`src/rtl/id_ex_stage.sv`:
```
// id_ex_stage: ID/EX register with operand forwarding and load-use hazard detection (forwarding enabled by macro FWD_EN)
module id_ex_stage #(
  parameter int DW = 32,
  parameter int RW = 5,
  parameter int CW = 4
) (
  input  logic          clk_i,
  input  logic          rst_i,
  input  logic          stall_i,
  input  logic          flush_i,
  input  logic          id_valid_i,
  input  logic [DW-1:0] id_rs1_data_i,
  input  logic [DW-1:0] id_rs2_data_i,
  input  logic [DW-1:0] id_imm_i,
  input  logic          id_alusrc_i,
  input  logic [CW-1:0] id_alu_ctrl_i,
  input  logic [RW-1:0] id_rs1_addr_i,
  input  logic [RW-1:0] id_rs2_addr_i,
  input  logic [RW-1:0] id_rd_addr_i,
  input  logic          id_regwrite_i,
  input  logic          id_memread_i,
  input  logic          id_memwrite_i,
  input  logic          id_memtoreg_i,
  input  logic [RW-1:0] exmem_rd_i,
  input  logic          exmem_regwrite_i,
  input  logic [DW-1:0] exmem_result_i,
  input  logic [RW-1:0] memwb_rd_i,
  input  logic          memwb_regwrite_i,
  input  logic [DW-1:0] memwb_result_i,
  output logic [DW-1:0] alu_data1_o,
  output logic [DW-1:0] alu_data2_o,
  output logic [CW-1:0] alu_ctrl_o,
  output logic [DW-1:0] ex_rs2_data_o,
  output logic [RW-1:0] ex_rd_o,
  output logic          ex_regwrite_o,
  output logic          ex_memread_o,
  output logic          ex_memwrite_o,
  output logic          ex_memtoreg_o,
  output logic          ex_valid_o,
  output logic          hazard_stall_o
);
  typedef struct packed {
    logic          valid;
    logic [DW-1:0] rs1_data;
    logic [DW-1:0] rs2_data;
    logic [DW-1:0] imm;
    logic          alusrc;
    logic [CW-1:0] alu_ctrl;
    logic [RW-1:0] rs1_addr;
    logic [RW-1:0] rs2_addr;
    logic [RW-1:0] rd;
    logic          regwrite;
    logic          memread;
    logic          memwrite;
    logic          memtoreg;
  } ex_t;
  ex_t ex_q, ex_d, bubble, load;
  logic load_use, hazard;
  logic [DW-1:0] fwd1, fwd2;
  // Bubble is an add with everything else zeroed; load gates control with valid
  always_comb begin
    bubble = '0;
    bubble.alu_ctrl = CW'(4'b0010);
    load = '{valid: id_valid_i, rs1_data: id_rs1_data_i, rs2_data: id_rs2_data_i,
             imm: id_imm_i, alusrc: id_alusrc_i, alu_ctrl: id_alu_ctrl_i,
             rs1_addr: id_rs1_addr_i, rs2_addr: id_rs2_addr_i, rd: id_rd_addr_i,
             regwrite: id_regwrite_i & id_valid_i, memread: id_memread_i & id_valid_i,
             memwrite: id_memwrite_i & id_valid_i, memtoreg: id_memtoreg_i & id_valid_i};
    ex_d = stall_i ? ex_q : (flush_i | hazard) ? bubble : load;
  end
  // Stage register: reset beats stall, stall beats flush/hazard
  always_ff @(posedge clk_i) begin
    if (rst_i) ex_q <= bubble;
    else ex_q <= ex_d;
  end
  assign load_use = id_valid_i & ex_q.valid & ex_q.memread & (ex_q.rd != '0) &
                    ((ex_q.rd == id_rs1_addr_i) | (ex_q.rd == id_rs2_addr_i));
`ifdef FWD_EN
  function automatic logic [DW-1:0] fwd(input logic [RW-1:0] a, input logic [DW-1:0] r);
    return (exmem_regwrite_i && exmem_rd_i != '0 && exmem_rd_i == a) ? exmem_result_i :
           (memwb_regwrite_i && memwb_rd_i != '0 && memwb_rd_i == a) ? memwb_result_i : r;
  endfunction
  assign fwd1   = fwd(ex_q.rs1_addr, ex_q.rs1_data);
  assign fwd2   = fwd(ex_q.rs2_addr, ex_q.rs2_data);
  assign hazard = load_use;
`else
  // Without forwarding, any pending write from EX or EX/MEM to a source must drain first;
  // MEM/WB is covered by the write-first register file
  function automatic logic dep(input logic [RW-1:0] a);
    return (a != '0) & ((ex_q.valid & ex_q.regwrite & (ex_q.rd == a)) |
                        (exmem_regwrite_i & (exmem_rd_i == a)));
  endfunction
  logic unused_memwb;
  assign unused_memwb = ^{memwb_rd_i, memwb_regwrite_i, memwb_result_i, exmem_result_i};
  assign fwd1   = ex_q.rs1_data;
  assign fwd2   = ex_q.rs2_data;
  assign hazard = load_use | (id_valid_i & (dep(id_rs1_addr_i) | dep(id_rs2_addr_i)));
`endif
  assign alu_data1_o    = fwd1;
  assign alu_data2_o    = ex_q.alusrc ? ex_q.imm : fwd2;
  assign alu_ctrl_o     = ex_q.alu_ctrl;
  assign ex_rs2_data_o  = fwd2;
  assign ex_rd_o        = ex_q.rd;
  assign ex_regwrite_o  = ex_q.regwrite;
  assign ex_memread_o   = ex_q.memread;
  assign ex_memwrite_o  = ex_q.memwrite;
  assign ex_memtoreg_o  = ex_q.memtoreg;
  assign ex_valid_o     = ex_q.valid;
  assign hazard_stall_o = hazard;
endmodule

```
`config.mk`:
```
export PLATFORM = sky130hd
export DESIGN_NAME = id_ex_stage
export DESIGN_NICKNAME = d
export VERILOG_FILES = /design/src/rtl/id_ex_stage.sv
export SDC_FILE = /design/constraint.sdc
export NUM_CORES = 1
export LEC_CHECK = 0
export CAP_MARGIN = 20
export CELL_PAD_IN_SITES_DETAIL_PLACEMENT = 1
export CELL_PAD_IN_SITES_GLOBAL_PLACEMENT = 1
export CORE_UTILIZATION = 25
export DETAILED_ROUTE_END_ITERATION = 16
export PLACE_DENSITY = 0.81
export SYNTH_ARGS = -nofsm -noshare
export SYNTH_HDL_FRONTEND = slang
export SYNTH_SLANG_ARGS = --single-unit
```
`constraint.sdc`:
```
create_clock -name clk_i -period 1.9 [get_ports clk_i]
set_input_delay 0.285 -clock clk_i [delete_from_list [all_inputs] [get_ports clk_i]]
set_output_delay 0.285 -clock clk_i [all_outputs]
set_load 0.01 [all_outputs]
```
==> key figures <==
Critical path
  – Type of origin of the critical path: flop
  – Reg2reg end: alu_data1_o[31]
  – Arr. time, crit path: 2.64 ns
  – R2r startpoint: ex_rd_o[2]
  – Crit Path Max Fanout: 8
  – Worst Path Required: 2.19 ns
  – CP Capture Type: flop
  – Setup slack, reg-to-reg: -0.44 ns
  – Crit path kind: reg2reg
  – Cell depth of the worst flop-to-flop path: 10

Logic synthesis
  – Avg Cell Area, Syn: 8.73 µm²
  – Post-synth EDFFs: 0
  – Count of different cell masters after synthesis: 34
  – Ys Warns: 0
  – Post-Syn Instances: 655
  – Post-synth top flop: dfxtp_1
  – Sequential share of the synthesized area: 0.389
  – Asr flop ratio synth: 0
  – Cell area after synthesis: 5720 µm²
  – Syn nets: 856
  – #FFs+latches synth: 111

Pwr
  – Clock power frac: 0.331
  – Peak VDD IR: 0.445 mV
  – Leak Pwr: 3.44 nW
  – Total Power: 6.07 mW
  – Combinational share of power: 0.246
  – Switching Share: 0.280
  – Sequential power share: 0.422
  – Internal power: 4.37 mW
  – PwrDens: 635 nW/µm²
  – Switching Power: 1.70 mW

STA
  – Period Utilization, post-route: 1.23
  – Worst setup margin: -0.444 ns
  – Slew headroom: 0.629
  – Final setup vio count: 111
  – Final Skew: 0.0102 ns
  – Worst-Margin Slew: 0.557 ns
  – Worst hold margin: 0.470 ns
  – Pins Over Slew Limit: 0
  – Final hold viol count: 0
  – RSZ-0062 raised after global routing: yes
  – Fin crit period: 2.34 ns
  – F_max: 427 MHz
  – Post-route setup TNS: -37.52 ns

Layout
  – Final nets: 1041
  – # diodes: 0
  – Utilization after layout: 0.433
  – Layout cell share with drive strength beyond 1: 0.320
  – Final instance area: 9560 µm²
  – Non-Filler Instances: 1125
  – Commonest non-fill, non-tap cells in the layout: clkdlybuf4s50_1, nand2_1, o21ai_2, a32oi_1, dfxtp_1
  – Area Overhead vs Synth: 67.2%
  – Commonest non-fill, non-tap cell in the layout: clkdlybuf4s50_1
  – Fillers: 2404

Routing
  – DRC Markers: 0
  – Vias/cell: 5.22
  – Total number of vias: 5867
  – Routed Antenna Nets: 0
  – DRT Pass-1 Iters: 4
  – 1st-iter DRT viols: 221
  – Drt wl/cell: 21.1 µm
  – WL final: 23800 µm

Placed design
  – DP HPWL: 13800 µm
  – Port Buffers: 241
  – Placed inst area: 8190 µm²
  – Placed cell count: 1082
  – RD Place Congestion: 0.804
  – Post-place setup slack: -0.926 ns

Clock tree
  – Clk sinks: 111
  – CTS tree: done
  – Later-pin clock latency in the skew report: 0.36 ns
  – Clk root buf: clkbuf_16
  – CTS clk-pin slew, worst paths: 0.08 ns
  – Max H-tree Level: 3
  – Clock buffer depth: 2
  – CTS buffer count: 9

Run status
  – Status: complete, but fails checks
  – Failing checks: negative setup slack

Die
  – Total die area: 23500 µm²
  – Die X: 153 µm
  – # rows: 54
  – Top Ports: 312
  – Die H: 153 µm
  – Effective utilization at floorplan: 0.259
  – Core Footprint: 22100 µm²

Global route
  – M2 GR Usage: 0.320
  – Initial antenna violation count: 1
  – Overall routing resource usage: 0.183
  – Vias in the first global route: 5985
  – Grt total ovfl: 0
  – Top Usage Layer GRT: met2
  – First-pass GRT wire length: 33700 µm
  – Pin count of the biggest net entering global routing: 106
  – Met1 Track Usage GR: 0.218
  – Met3 usage: 0.0493

Flow run
  – Max Cap Violations: 0

Min path
  – Worst hold stages: 2
  – Worst Hold Class: reg2reg
  – Hold endpoint: alu_data1_o[8]
  – Hold path start: alu_data1_o[8]
## layout make-up
| type | instances | area, µm² | area share |
|---|---|---|---|
| Multi-Input combinational cell | 407 | 3230 | 0.338 |
| Clock buffer | 10 | 239 | 0.0250 |
| Tap cell | 280 | 350 | 0.0367 |
| Inverter | 1 | 5.00 | 0.000524 |
| Timing Repair Buffer | 310 | 3430 | 0.359 |
| Clock inverter | 6 | 66.3 | 0.00694 |
| Sequential cell | 111 | 2230 | 0.234 |
## kinds of logic (layout without fill, tap and decap cells)
group,count (synthesis),after routing,synth area share
DFF,111,111,0.389
and+or+nand+nor,129,129,0.0915
AOI/OAI and AO/OA,226,226,0.280
xor gates and xnor gates,20,20,0.0306
buffers and inverters,137,327,0.146
muxes,32,32,0.0630
## registers in the layout, indices dropped and copies added, names as in the netlist
name and flops:
alu_ctrl_o 4, ex_valid_o 1, ex_memread_o 1, ex_rd_o 5, ex_rs2_data_o 32, ex_regwrite_o 1, ex_q 33, ex_memtoreg_o 1
ex_memwrite_o 1, alu_data1_o 32
## how the worst max path moves through the flow
stage / startpoint / end / slack [ns]
2_1_floorplan: id_rs2_addr_i[1] / ex_rs2_data_o[21] / -0.12
3_3_place_gp: id_rs2_addr_i[1] / hazard_stall_o / -0.92
3_5_place_dp: id_rs2_addr_i[1] / hazard_stall_o / -0.93
4_1_cts: ex_rd_o[4] / hazard_stall_o / -0.41
5_1_grt: ex_rd_o[2] / hazard_stall_o / -0.53
6_report: ex_rd_o[2] / alu_data1_o[31] / -0.44
## cell usage after synthesis (2+ instances only)
library cell  instances  share of area
o21ai_0              99          0.087
nand2_1             111          0.073
mux2_2               32          0.063
or3_1                 2         0.0022
o21ai_2              10          0.015
nand3_1               4         0.0035
a32oi_1             105           0.16
xnor2_1              18          0.028
clkbuf_1             51          0.033
nand4_1               3         0.0033
buf_4                73          0.096
nor2_1                2         0.0013
xor2_1                2         0.0031
dfxtp_1             111           0.39
o211ai_1              4         0.0053
clkbuf_2              9         0.0079
nor3_1                2         0.0018
## critical path, stage by stage (launching register included)
cell and delay (ns):
dfxtp_4 0.37, buf_6 0.11, xnor2_2 0.12, nand4_1 0.26, o32ai_4 0.15, buf_4 0.16
a2111o_2 0.52, buf_12 0.21, buf_12 0.13, buf_16 0.13, o21ai_2 0.11
## power by group through the flow
| stage | combinational [mW] | clock [mW] | sequential (mW) |
|---|---|---|---|
| floorplan | 0.587 | 0 | 2.58 |
| global placement | 1.23 | 0 | 2.61 |
| detailed placement | 1.26 | 0 | 2.61 |
| CTS | 1.35 | 2.11 | 2.56 |
| global route | 1.58 | 2.21 | 2.58 |
| finish | 1.50 | 2.01 | 2.56 |
## layer usage
| metal | routed length (µm) | vias to the layer above |
|---|---|---|
| li1 | - | 2728 |
| met1 | 10000 | 2946 |
| met2 | 12000 | 162 |
| met3 | 1250 | 29 |
| met4 | 412 | 2 |
| met5 | 17 | - |
## timing repair
action	4_1_cts	5_1_grt
gates resized for setup	177	165
setup buffers	9	7
pin swaps	13	113
hold buffers	0	0
endpoints found under the setup margin	144	120
cloned	9	7
Note: power is estimated with default switching activity, not from simulation.
